<file path="src/rtl/powlib_ipmaxi_resp.sv">
// AXI write-response stage: throttles AW at MAX_OUT bursts, terminates B, captures errors (comb AW gating, status 1 cycle late).
// Optional POWLIB_IPMAXI_RESP_ERRADDR_EN keeps an address FIFO so erraddr names the failing burst; otherwise erraddr is 0.
module powlib_ipmaxi_resp #(
  parameter int B_AW    = 32,
  parameter int MAX_OUT = 8,
  parameter int ERRW    = 16,
  localparam int OUTW   = $clog2(MAX_OUT) + 1
) (
  input  logic            clk,
  input  logic            rst,
  input  logic [B_AW-1:0] awaddr,
  input  logic            awvalid_m,
  output logic            awready_m,
  output logic            awvalid_s,
  input  logic            awready_s,
  input  logic [1:0]      bresp,
  input  logic            bvalid,
  output logic            bready,
  input  logic            errclr,
  output logic [OUTW-1:0] outcnt,
  output logic            idle,
  output logic            err,
  output logic [1:0]      errresp,
  output logic [B_AW-1:0] erraddr,
  output logic [ERRW-1:0] errcnt,
  output logic            uerr
);

  logic            full, awh, bh, pop, unexp, is_err;
  logic [B_AW-1:0] head;

  logic            bready_q, bready_d;
  logic [OUTW-1:0] outcnt_q, outcnt_d;
  logic            err_q, err_d;
  logic [1:0]      errresp_q, errresp_d;
  logic [ERRW-1:0] errcnt_q, errcnt_d;
  logic            uerr_q, uerr_d;

  always_comb begin
    full      = (outcnt_q == OUTW'(MAX_OUT));
    awvalid_s = awvalid_m & ~full;
    awready_m = awready_s & ~full;
    awh       = awvalid_m & awready_s & ~full;
    bh        = bvalid & bready_q;
    pop       = bh & (outcnt_q != '0);
    unexp     = bh & (outcnt_q == '0);
    is_err    = pop & (bresp != 2'b00);
  end

`ifdef POWLIB_IPMAXI_RESP_ERRADDR_EN
  localparam int PW = $clog2(MAX_OUT);

  logic [B_AW-1:0] mem_q [MAX_OUT];
  logic [PW-1:0]   wptr_q, wptr_d, rptr_q, rptr_d;
  logic [B_AW-1:0] erraddr_q, erraddr_d;

  // Storage needs no reset: the pointers alone define occupancy.
  always_ff @(posedge clk) begin
    if (awh) mem_q[wptr_q] <= awaddr;
  end

  always_comb begin
    head      = mem_q[rptr_q];
    wptr_d    = awh ? wptr_q + PW'(1) : wptr_q;
    rptr_d    = pop ? rptr_q + PW'(1) : rptr_q;
    erraddr_d = erraddr_q;
    if (errclr) erraddr_d = '0;
    if (is_err && (!err_q || errclr)) erraddr_d = head;
  end

  always_ff @(posedge clk or negedge rst) begin
    if (!rst) begin
      wptr_q    <= '0;
      rptr_q    <= '0;
      erraddr_q <= '0;
    end else begin
      wptr_q    <= wptr_d;
      rptr_q    <= rptr_d;
      erraddr_q <= erraddr_d;
    end
  end

  assign erraddr = erraddr_q;
`else
  logic unused_awaddr;

  assign unused_awaddr = ^awaddr;
  assign head          = '0;
  assign erraddr       = '0;
`endif

  always_comb begin
    bready_d  = 1'b1;
    outcnt_d  = outcnt_q + OUTW'(awh) - OUTW'(pop);
    err_d     = err_q;
    errresp_d = errresp_q;
    errcnt_d  = errcnt_q;
    uerr_d    = uerr_q;
    if (errclr) begin
      err_d     = 1'b0;
      errresp_d = 2'b00;
      errcnt_d  = '0;
      uerr_d    = 1'b0;
    end
    if (unexp) uerr_d = 1'b1;
    // Applied after the clear so a coincident error is captured fresh.
    if (is_err) begin
      if (errcnt_d != '1) errcnt_d = errcnt_d + ERRW'(1);
      if (!err_d) begin
        err_d     = 1'b1;
        errresp_d = bresp;
      end
    end
  end

  always_ff @(posedge clk or negedge rst) begin
    if (!rst) begin
      bready_q  <= 1'b0;
      outcnt_q  <= '0;
      err_q     <= 1'b0;
      errresp_q <= 2'b00;
      errcnt_q  <= '0;
      uerr_q    <= 1'b0;
    end else begin
      bready_q  <= bready_d;
      outcnt_q  <= outcnt_d;
      err_q     <= err_d;
      errresp_q <= errresp_d;
      errcnt_q  <= errcnt_d;
      uerr_q    <= uerr_d;
    end
  end

  assign bready  = bready_q;
  assign outcnt  = outcnt_q;
  assign idle    = (outcnt_q == '0);
  assign err     = err_q;
  assign errresp = errresp_q;
  assign errcnt  = errcnt_q;
  assign uerr    = uerr_q;

endmodule

</file>
<file path="config.mk">
export PLATFORM = sky130hd
export DESIGN_NAME = powlib_ipmaxi_resp
export DESIGN_NICKNAME = d
export VERILOG_FILES = /design/src/rtl/powlib_ipmaxi_resp.sv
export SDC_FILE = /design/constraint.sdc
export NUM_CORES = 1
export LEC_CHECK = 0
export ABC_AREA = 1
export CORE_ASPECT_RATIO = 1.4
export CORE_UTILIZATION = 40
export CTS_BUF_LIST = sky130_fd_sc_hd__clkbuf_4 sky130_fd_sc_hd__clkbuf_8
export CTS_CLUSTER_DIAMETER = 120
export DETAILED_ROUTE_END_ITERATION = 7
export GPL_ROUTABILITY_DRIVEN = 0
export MAX_ROUTING_LAYER = met4
export PLACE_DENSITY = 0.91
export SLEW_MARGIN = 10
export SYNTH_ARGS = -nofsm -noshare
export SYNTH_HDL_FRONTEND = slang
export SYNTH_SLANG_ARGS = --single-unit
</file>
<file path="constraint.sdc">
create_clock -name clk -period 2.7 [get_ports clk]
set_input_delay 0.54 -clock clk [delete_from_list [all_inputs] [get_ports clk]]
set_output_delay 0.54 -clock clk [all_outputs]
set_load 0.02 [all_outputs]
</file>
; Word-level counts from Yosys, hierarchy flattened
; Cells that the tools add are included.
[classes]
eq_ne = 2
reduce_logical = 4
add_sub_neg = 3
bitwise = 9
mux = 10
[op_table]
columns = op, count
row1 = $mux 16, 3
row2 = $add 16x1->16 const B, 1
row3 = $ne 16x16->1 const B, 1
row4 = $and 1x1->1, 8
row5 = $mux 2, 3
row6 = $add 4x1->4, 1
row7 = $eq 4x4->1 const B, 1
row8 = $logic_not 4->1, 1
row9 = $mux 1, 4
row10 = $reduce_bool 2->1, 2
row11 = $reduce_bool 4->1, 1
row12 = $sub 4x1->4, 1
row13 = $not 1->1, 1
[word_totals]
elab_cells = 34
output_inout_bits = 60
ff_bits = 25
in_bits = 40

; Depth between registers and ports, before layout
[depth]
depth_word = 5
mapped_depth = 12
mapped_depth_nobuf = 12

; Worst setup path before layout
; No wires, ideal clock.
[synth_path]
path_type = flip-flop to flip-flop
startpoint = reg outcnt_q[2] (netlist: outcnt[2])
endpoint = reg outcnt_q[2] (netlist: outcnt[2])
setup_ns = 0.123
t_arrival_ns = 2.233
t_required_ns = 2.577
path_buffers = 0
stages_incl_launch_ff = 13
setup_slack_ns = 0.345
synth_period_minus_slack_ns = 2.355
path_cell_list = dfrtp_1 > inv_1 > ha_1 > nand2_1 > inv_1 > nor2_1 > nand2_1 > ha_1 > inv_1 > ha_1 > inv_1 > fa_1 > xnor2_1
[synth_between]
elab_chain_len = 5
[synth_lines]
columns = element, line_no
row1 = from (decl), 33  ; logic [OUTW-1:0] outcnt_q, outcnt_d;
row2 = from (signal assigned), 126  ; outcnt_q <= outcnt_d;
row3 = $eq 4x4->1, 40  ; full = (outcnt_q == OUTW'(MAX_OUT));
row4 = $not 1->1, 43  ; awh = awvalid_m & awready_s & ~full;
row5 = $and 1x1->1, 43
row6 = $add 4x1->4, 94  ; outcnt_d = outcnt_q + OUTW'(awh) - OUTW'(pop);
row7 = $sub 4x1->4 (*), 94
row8 = named net outcnt_d[2], 33
; The timed path passes the listed nets; every way through them passes the cells marked *.
; A chain may end at the register's enable or synchronous reset.

; Worst setup path in the final report
[layout_path]
startpoint = reg outcnt_q[2] (netlist: outcnt[2])
endpoint = out idle
[layout_between]
elab_chain_len = 1
[layout_lines]
columns = element, line_no
row1 = $logic_not 4->1, 136  ; assign idle = (outcnt_q == '0);
row2 = to (decl), 21  ; output logic idle,
; Every way passes these cells.

==> run_results.csv <==
group,metric,value,unit
global_route,grtUsageMet1,0.173,
cells_and_area,areaGrowthSynthToFinish,16.4,%
global_route,grt_pass1_vias,1702,
global_route,gr-usage-met2,0.333,
clocking,cts.reportedPaths.clkPinSlew,0.09,ns
route,wire_per_inst,11.2,µm
global_route,track_usage,0.171,
clocking,cts_sinks,25,
power,leakage,1.19,nW
route,routed_wl,4220,µm
clocking,cts_made_buffers,3,
logic_synthesis,ys_ff_latch,25,
run,maxCapViolations,0,
sta,hold_viol_final,0,
cells_and_area,finalNetCount,362,
placed_design,dp_slack,0.182,ns
sta,setup-violations-final,0,
placed_design,port_buffers,35,
status,outcome,"finished, final reports clean",
logic_synthesis,yosysWarnings,0,
cells_and_area,fillers,480,
sta,tightest_slew,0.591,ns
route,remaining_drc_errors,0,
global_route,grt_pass1_wl,7230,µm
floorplan,start_util,0.422,
global_route,antenna_found_initial,0,
sta,min_period,2.41,ns
logic_synthesis,syn_area_per_cell,7.55,µm²
floorplan,ioPinCount,100,
clocking,cts_buffer_depth,2,
sta,whs,0.516,ns
floorplan,core_area,0.00492,mm²
clocking,ctsHoldBuffers,0,
power,peakVddDrop,0.436,mV
cells_and_area,diodes,0,
sta,finalCritPeriodShare,0.892,
floorplan,die-area,0.00549,mm²
logic_synthesis,synthTopCellsByArea,"dfrtp_1 (30%), buf_4 (12%), nand2_1 (11%)",
logic_synthesis,synth_cells,275,
worst_setup_path,crit_fanout,4,
worst_setup_path,worstPathArrival,1.87,ns
clocking,cts_root_buf,"clkbuf_8",
logic_synthesis,synth_cell_types,32,
logic_synthesis,synth_top_cell_area_share,0.301,
clocking,cts_tree,"built",
global_route,grt_max_degree,26,
sta,finalSetupTns,0,ns
logic_synthesis,synth_area,0.00208,mm²
sta,maxSlewHeadroom,0.604,
worst_setup_path,worstSetupPathType,"reg -> out",
logic_synthesis,yosysTopAreaCell,"dfrtp_1",
clocking,post-cts-setup-buffer-count,0,
floorplan,rows,30,
floorplan,fp.dieW,62.9,µm
sta,finalClockSkew,0.00235,ns
worst_setup_path,crit_path_start_kind,"flop",
worst_setup_path,cp.required,2.16,ns
clocking,h-tree-depth,1,
global_route,gr-max-usage-layer,"met2",
sta,timing.fmax,0.415,GHz
placed_design,dpl.hpwl,3380,µm
route,ant_nets,0,
worst_setup_path,crit_path_end_kind,"output pin",
route,vias,1761,
clocking,cts_resized,0,
sta,slew_violations,0,
global_route,gr-usage-met3,0.0170,
min_path,hold_path.class,"reg -> reg",
cells_and_area,drive_gt1_frac,0.137,
global_route,grt.overflow.total,0,
power,power_density,498,mW/mm²
clocking,clk_latency,0.27,ns
route,via_per_inst,4.67,
sta,fin_ws,0.292,ns
route,drt_iter0_markers,52,
sta,rsz0062_at_grt,"no",
route,drt-pass1-iter-count,4,
floorplan,die_y,87.2,µm
logic_synthesis,ys_seq_area_frac,0.301,
==> where the power goes <==
group | leakage [nW] | internal [mW] | total [mW] | switching, mW
Sequential | 0.334 | 0.422 | 0.471 | 0.0487
Clock | 0.0262 | 0.116 | 0.242 | 0.126
Combinational | 0.826 | 0.208 | 0.491 | 0.283
==> area by class of cell <==
type | instances | area (µm²) | area share
Multi-Input combinational cell | 205 | 1120 | 0.463
Sequential cell | 25 | 626 | 0.259
Timing Repair Buffer | 40 | 388 | 0.161
Inverter | 39 | 154 | 0.0637
Tap cell | 64 | 80.1 | 0.0331
Clock buffer | 4 | 48.8 | 0.0202
==> state kept, by name (all words and copies together), names as in the netlist <==
name and count:
bready 1, err 1, errcnt 16, errresp 2, outcnt 4, uerr 1
==> layout by cell type (no fill, tap or decap), drive strengths merged <==
master	n
a21oi	3
nor2	34
nand3	25
a32o	1
o21ai	16
buf	5
nor3	3
nand2	69
nand4	6
clkdlybuf4s50	35
xnor2	5
xor2	2
clkbuf	4
ha	7
conb	33
inv	39
dfrtp	25
fa	1
==> metrics by stage <==
| stage | cell area, µm² | total power [mW] | instances | utilization |
|---|---|---|---|---|
| after detailed placement | 2370 | 0.974 | 373 | 0.481 |
| after global placement | 2370 | 0.945 | 373 | 0.481 |
| after floorplan | 2190 | 0.826 | 306 | - |
| final | 2420 | 1.20 | 377 | 0.491 |
| after CTS | 2420 | 1.22 | 377 | 0.491 |
| after global routing | 2420 | 1.28 | 377 | 0.491 |
==> kinds of logic after synthesis <==
logic type                 share of synthesized area
and+or+nand+nor                                0.346
other                                        0.00362
AOI/OAI and AO/OA                             0.0524
DFF                                            0.301
adders and majority gates                     0.0518
buffers and inverters                          0.215
xor gates and xnor gates                      0.0295
==> final timing paths <==
path	startpoint	endpoint	slack, ns	cells after the start
min reg2reg	uerr$_DFFE_PN0P_	uerr$_DFFE_PN0P_	0.52	1
min in group asynchronous	rst	errresp[0]$_DFF_PN0_	0.62	2
max in group asynchronous	rst	errcnt[7]$_DFF_PN0_	1.82	2
min	uerr$_DFFE_PN0P_	uerr$_DFFE_PN0P_	0.52	1
max	outcnt[2]$_DFF_PN0_	idle	0.29	5
max reg2reg	outcnt[2]$_DFF_PN0_	outcnt[2]$_DFF_PN0_	0.51	11
==> Yosys cell counts (all sizes together) <==
cell	n
nand2	69
inv	39
buf	36
nor2	34
dfrtp	25
nand3	25
o21ai	16
ha	7
nand4	6
xnor2	5
a21oi	3
nor3	3
conb	2
xor2	2
a32o	1
clkbuf	1
fa	1
==> critical path, stage by stage (launching register included) <==
cell	delay, ns
dfrtp_1	0.39
inv_1	0.10
ha_1	0.16
inv_1	0.05
nor3_2	0.23
clkdlybuf4s50_1	0.68
==> metal layers <==
metal  part of all wire  wire length, µm
met1               0.39             1620
met2               0.55             2340
met3              0.037              157
met4              0.023               97
met5                  0                0
Power figures use the tool's default switching activity.
